File: src/rtl/jpu_pkg.sv
// Shared definitions for the external interrupt controller: register map,
// bus handshake states and sizing constants.
package jpu;

  localparam int unsigned INTC_NLINE = 8;   // cause lines feeding CP0 ints_in
  localparam int unsigned INTC_RTW   = 3;   // route field width per source
  localparam int unsigned INTC_RPW   = 8;   // route fields per route word
  localparam int unsigned INTC_DW    = 32;  // register bus data width

  typedef enum logic [2:0] {
    INTC_PENDING  = 3'd0,
    INTC_ENABLE   = 3'd1,
    INTC_EDGE     = 3'd2,
    INTC_POLARITY = 3'd3,
    INTC_CLEAR    = 3'd4,
    INTC_ROUTE_LO = 3'd5,
    INTC_ROUTE_HI = 3'd6,
    INTC_CLAIM    = 3'd7
  } intc_reg_e;

  typedef enum logic {
    INTC_IDLE = 1'b0,
    INTC_ACK  = 1'b1
  } intc_state_e;

endpackage

File: src/rtl/intc_cond.sv
// Source conditioning: synchroniser, polarity XOR and rising-edge detect.
// INTC_SYNC_EN selects a 2-flop synchroniser; otherwise a single register.
module intc_cond #(
  parameter int unsigned NSRC = 16
) (
  input  logic            clk,
  input  logic            rst_n,
  input  logic [NSRC-1:0] src,
  input  logic [NSRC-1:0] polarity,
  output logic [NSRC-1:0] act,
  output logic [NSRC-1:0] rise
);

  logic [NSRC-1:0] sync_q;
  logic [NSRC-1:0] act_q;

`ifdef INTC_SYNC_EN
  logic [NSRC-1:0] meta_q;

  always_ff @(posedge clk or negedge rst_n) begin
    if (!rst_n) begin
      meta_q <= '0;
      sync_q <= '0;
    end else begin
      meta_q <= src;
      sync_q <= meta_q;
    end
  end
`else
  always_ff @(posedge clk or negedge rst_n) begin
    if (!rst_n) sync_q <= '0;
    else        sync_q <= src;
  end
`endif

  // Polarity applies live, so a POLARITY write can itself produce an edge.
  assign act  = sync_q ^ polarity;
  assign rise = act & ~act_q;

  always_ff @(posedge clk or negedge rst_n) begin
    if (!rst_n) act_q <= '0;
    else        act_q <= act;
  end

endmodule

File: src/rtl/intc.sv
// Memory-mapped external interrupt controller driving CP0 ints_in.
// Build option INTC_SYNC_EN (see intc_cond) selects synchroniser depth.
module intc
  import jpu::*;
#(
  parameter int unsigned NSRC = 16
) (
  input  logic                  clk,
  input  logic                  rst_n,
  input  logic [NSRC-1:0]       src,
  input  logic                  bus_req,
  input  logic                  bus_we,
  input  logic [2:0]            bus_addr,
  input  logic [INTC_DW-1:0]    bus_wdata,
  output logic [INTC_DW-1:0]    bus_rdata,
  output logic                  bus_ack,
  output logic [INTC_NLINE-1:0] ints_out
);

  localparam int unsigned WDW = INTC_RTW * INTC_RPW;

  intc_state_e           state_q, state_d;
  logic                  take, commit;
  logic                  wr_q;
  intc_reg_e             addr_q;
  logic [WDW-1:0]        wdata_q;
  logic [INTC_DW-1:0]    rd_val, rdata_q;
  logic [NSRC-1:0]       pending_q, enable_q, edge_q, polarity_q;
  logic [NSRC-1:0]       act, rise, clr, pend_d, hit;
  logic [INTC_RTW-1:0]   route_q [NSRC];
  logic [INTC_NLINE-1:0] ints_d, ints_q;
  logic                  unused_wdata;

  assign unused_wdata = ^bus_wdata[INTC_DW-1:WDW];

  intc_cond #(.NSRC(NSRC)) u_cond (
    .clk      (clk),
    .rst_n    (rst_n),
    .src      (src),
    .polarity (polarity_q),
    .act      (act),
    .rise     (rise)
  );

  // Bus handshake: accept in IDLE, one ACK cycle, write commits on leaving ACK.
  always_ff @(posedge clk or negedge rst_n) begin
    if (!rst_n) state_q <= INTC_IDLE;
    else        state_q <= state_d;
  end

  always_comb begin
    state_d = state_q;
    take    = 1'b0;
    case (state_q)
      INTC_IDLE: begin
        if (bus_req) begin
          state_d = INTC_ACK;
          take    = 1'b1;
        end
      end
      INTC_ACK: state_d = INTC_IDLE;
      default:  state_d = INTC_IDLE;
    endcase
  end

  assign bus_ack   = (state_q == INTC_ACK);
  assign commit    = bus_ack & wr_q;
  assign bus_rdata = rdata_q;
  assign ints_out  = ints_q;
  assign hit       = pending_q & enable_q;

  // Read mux over pre-edge register state.
  always_comb begin
    rd_val = '0;
    case (intc_reg_e'(bus_addr))
      INTC_PENDING:  rd_val = INTC_DW'(pending_q);
      INTC_ENABLE:   rd_val = INTC_DW'(enable_q);
      INTC_EDGE:     rd_val = INTC_DW'(edge_q);
      INTC_POLARITY: rd_val = INTC_DW'(polarity_q);
      INTC_ROUTE_LO: begin
        for (int i = 0; i < int'(NSRC); i++)
          if (i < int'(INTC_RPW)) rd_val[(i % int'(INTC_RPW)) * 3 +: 3] = route_q[i];
      end
      INTC_ROUTE_HI: begin
        for (int i = 0; i < int'(NSRC); i++)
          if (i >= int'(INTC_RPW)) rd_val[(i % int'(INTC_RPW)) * 3 +: 3] = route_q[i];
      end
      INTC_CLAIM: begin
        for (int i = int'(NSRC) - 1; i >= 0; i--)
          if (hit[i]) rd_val = INTC_DW'(i + 1);
      end
      default: rd_val = '0;
    endcase
  end

  always_ff @(posedge clk or negedge rst_n) begin
    if (!rst_n) begin
      wr_q    <= 1'b0;
      addr_q  <= INTC_PENDING;
      wdata_q <= '0;
      rdata_q <= '0;
    end else begin
      rdata_q <= (take && !bus_we) ? rd_val : '0;
      if (take) begin
        wr_q    <= bus_we;
        addr_q  <= intc_reg_e'(bus_addr);
        wdata_q <= bus_wdata[WDW-1:0];
      end
    end
  end

  always_ff @(posedge clk or negedge rst_n) begin
    if (!rst_n) begin
      enable_q   <= '0;
      edge_q     <= '0;
      polarity_q <= '0;
      for (int i = 0; i < int'(NSRC); i++) route_q[i] <= '0;
    end else if (commit) begin
      case (addr_q)
        INTC_ENABLE:   enable_q   <= wdata_q[NSRC-1:0];
        INTC_EDGE:     edge_q     <= wdata_q[NSRC-1:0];
        INTC_POLARITY: polarity_q <= wdata_q[NSRC-1:0];
        INTC_ROUTE_LO: begin
          for (int i = 0; i < int'(NSRC); i++)
            if (i < int'(INTC_RPW)) route_q[i] <= wdata_q[(i % int'(INTC_RPW)) * 3 +: 3];
        end
        INTC_ROUTE_HI: begin
          for (int i = 0; i < int'(NSRC); i++)
            if (i >= int'(INTC_RPW)) route_q[i] <= wdata_q[(i % int'(INTC_RPW)) * 3 +: 3];
        end
        default: ;
      endcase
    end
  end

  // Edge-mode bits are sticky until cleared; a same-edge rise beats the clear.
  assign clr    = (commit && addr_q == INTC_CLEAR) ? wdata_q[NSRC-1:0] : '0;
  assign pend_d = (edge_q & ((pending_q & ~clr) | rise)) | (~edge_q & act);

  always_comb begin
    ints_d = '0;
    for (int j = 0; j < int'(INTC_NLINE); j++)
      for (int i = 0; i < int'(NSRC); i++)
        if (hit[i] && route_q[i] == INTC_RTW'(j)) ints_d[j] = 1'b1;
  end

  always_ff @(posedge clk or negedge rst_n) begin
    if (!rst_n) begin
      pending_q <= '0;
      ints_q    <= '0;
    end else begin
      pending_q <= pend_d;
      ints_q    <= ints_d;
    end
  end

endmodule

File: config.mk
export PLATFORM = sky130hd
export DESIGN_NAME = intc
export DESIGN_NICKNAME = d
export VERILOG_FILES = /design/src/rtl/jpu_pkg.sv /design/src/rtl/intc_cond.sv /design/src/rtl/intc.sv
export SDC_FILE = /design/constraint.sdc
export NUM_CORES = 1
export LEC_CHECK = 0
export ABC_AREA = 1
export CAP_MARGIN = 10
export CORE_ASPECT_RATIO = 0.75
export CORE_MARGIN = 2
export CORE_UTILIZATION = 61
export DETAILED_ROUTE_END_ITERATION = 7
export PLACE_DENSITY = 0.94
export SLEW_MARGIN = 25
export SYNTH_ARGS = -nofsm -noshare
export SYNTH_HDL_FRONTEND = slang
export SYNTH_HIERARCHICAL = 1
export SYNTH_SLANG_ARGS = --single-unit
File: constraint.sdc
create_clock -name clk -period 2.55 [get_ports clk]
set_input_delay 0.255 -clock clk [delete_from_list [all_inputs] [get_ports clk]]
set_output_delay 0.255 -clock clk [all_outputs]
set_load 0.02 [all_outputs]
==> impl_metrics.env <==
export IMPL_initial_core_util=0.628
export IMPL_cts_repair_resized=0
export IMPL_io_buffer_count=79
export IMPL_nets=1376
export IMPL_netlist_area_leader_share=0.532
export IMPL_grt_start_max_net_pins=87
export IMPL_area_growth_pct=18.0
export IMPL_via_count=8875
export IMPL_cp_data_required_time_ns=2.90
export IMPL_r2r_slack_ns=0.69
export IMPL_slew_headroom=0.323
export IMPL_synthDistinctLibCells=27
export IMPL_clk_latency_ns=0.49
export IMPL_postCtsSetupBuffers=0
export IMPL_rows=39
export IMPL_die_h_um=113
export IMPL_antenna_found_initial=1
export IMPL_clock_path_buffers=3
export IMPL_cts_tree="done"
export IMPL_fillers=1111
export IMPL_startpoint="pending_q[14]"
export IMPL_rr_worst_depth=5
export IMPL_fin_setup_tns_ns=0
export IMPL_finalSetupViolations=0
export IMPL_cp_max_fo=5
export IMPL_rsz0062_at_grt="no"
export IMPL_multi_input_area_mm2=0.00373
export IMPL_syn_area_mm2=0.00965
export IMPL_path_clk_slew_ns=0.06
export IMPL_ys_top_cells_by_area="dfrtp_1 (53%), nand2_1 (16%), o21ai_0 (7.5%), inv_1 (6.5%), nor2_1 (4.7%)"
export IMPL_synth_most_common_cell="nand2_1"
export IMPL_finalCritPeriodShare=0.730
export IMPL_yosys_warnings=6
export IMPL_power_density_mw_per_mm2=1020
export IMPL_cts_hold_buf=1
export IMPL_cp_end_kind="register"
export IMPL_clockRootBuffer="clkbuf_16"
export IMPL_synthCells=1236
export IMPL_finalClockSkew_ns=0.0107
export IMPL_grt_usage=0.341
export IMPL_routabilityCongestion=0.989
export IMPL_hold_class="in2reg"
export IMPL_htreeDepth=1
export IMPL_synthTopCellsByCount="nand2_1 (399), dfrtp_1 (205), inv_1 (168)"
export IMPL_wl_per_cell_um=18.0
export IMPL_vias_per_cell=5.77
export IMPL_hold_viol=0
export IMPL_grt_pass1_wl_um=44400
export IMPL_crit_path_end="ints_out[6]"
export IMPL_routed_wl_um=27600
export IMPL_antenna_cells=0
export IMPL_antenna_left=0
export IMPL_leakagePower_nw=5.43
export IMPL_tightest_slew_ns=1.01
export IMPL_r2r_start="pending_q[14]"
export IMPL_async_flop_share=1.00
export IMPL_slew_viol_final=0
export IMPL_worstPathArrival_ns=2.21
export IMPL_core_area_mm2=0.0154
export IMPL_avgSynthCellArea_um2=7.80
export IMPL_cts_buffers=20
export IMPL_ys_seq_area_frac=0.532
export IMPL_rr_endpoint="ints_out[6]"
export IMPL_drt_iter0_drc=1043
export IMPL_globalRouteOverflowTotal=0
export IMPL_seqCellArea_mm2=0.00513
export IMPL_dieArea_mm2=0.0168
export IMPL_drive_gt1_frac=0.0653
export IMPL_hpwl_um=19700
export IMPL_ir_drop_mv=0.713
export IMPL_synth_main_ff_cell="dfrtp_1"
export IMPL_cap_violations=0
export IMPL_crit_type="reg2reg"
export IMPL_fin_total_pwr_mw=11.6
export IMPL_period_minus_slack_ns=1.86
export IMPL_drt_pass1_iter_count=5
export IMPL_cts_sinks=205
export IMPL_io_pins=96
export IMPL_grt_pass1_vias=8712
export IMPL_die_w_um=149
export IMPL_status="completed"
export IMPL_max_freq_ghz=0.537
export IMPL_synth_edff_count=0
export IMPL_synth_top_cell_by_area="dfrtp_1"
export IMPL_start_kind="register"
export IMPL_synth_seq_cells=205
export IMPL_route_detailed_drc=0
critical path: stages (launching register included):
cell and delay, ns:
dfrtp_1 0.40, nand2_1 0.26, nor2_1 0.14, nand2_1 0.09
nand4_1 0.26, or4_1 0.57
kinds of logic after synthesis:
family	synth area share
simple gates	0.260
compound gates	0.122
other cells	0.000389
flops	0.532
buf+inv	0.0857
power by group:
group          switching (mW)  internal (mW)
sequential              0.984           4.21
combinational            2.18           1.15
clock                    1.22           1.82
area by class of cell:
cell class | count | share of cell area
clock buffer | 28 | 0.0520
timing repair buffer | 99 | 0.0843
sequential | 205 | 0.451
inverter | 168 | 0.0554
tap | 205 | 0.0225
clock inverter | 6 | 0.00726
multi-input combinational | 827 | 0.328
flip-flops by register name (all words and copies together), names as in the netlist, 3 cells and up:
signal	flops
pending_q	16
u_cond/sync_q	16
polarity_q	16
bus_rdata	24
route_q	48
u_cond/act_q	16
addr_q	3
enable_q	16
wdata_q	24
ints_out	8
edge_q	16
per-stage QoR:
| stage | hold WS (ns) | utilization | worst slack (ns) | area [um^2] | std cells |
|---|---|---|---|---|---|
| 2_1_floorplan | -0.0406 | - | 1.10 | 9670 | 1243 |
| 3_3_place_gp | 0.336 | 0.696 | 0.397 | 10700 | 1503 |
| 3_5_place_dp | 0.341 | 0.696 | 0.312 | 10700 | 1503 |
| 4_1_cts | 0.196 | 0.740 | 0.761 | 11400 | 1538 |
| 5_1_grt | 0.192 | 0.740 | 0.564 | 11400 | 1538 |
| 6_report | 0.200 | 0.740 | 0.689 | 11400 | 1538 |
cells in the final DEF, fill, tap and decap left out, types with 14 or more instances in the layout:
cell type	Yosys	routed
nor2_1	121	120
a31oi_1	16	16
buf_4	8	18
a21oi_1	20	20
nand4_1	34	34
inv_1	168	168
nand2_2	16	16
dfrtp_1	205	205
o21ai_0	144	144
a221oi_1	14	14
nor2_2	16	16
nand2_1	399	399
clkbuf_16	0	21
clkdlybuf4s50_1	0	78
per-layer routing:
metal  GRT usage  up-vias  share of wire
met5           0        -              0
met4       0.128        0          0.038
met3      0.0911       82           0.11
met2       0.550      533           0.46
met1       0.450     4182           0.40
li1            -     4078              -
how the worst min path moves through the flow:
stage / startpoint / end / slack, ns / depth (start not counted)
after floorplan: rst_n / addr_q[0] / -0.04 / 0
after global placement: rst_n / u_cond/act_q[5] / 0.34 / 1
after detailed placement: rst_n / polarity_q[5] / 0.34 / 1
after CTS: src[6] / u_cond/sync_q[6] / 0.20 / 1
after global routing: src[11] / u_cond/sync_q[11] / 0.19 / 1
final: src[8] / u_cond/sync_q[8] / 0.20 / 1
(Power assumes the default switching activity.)
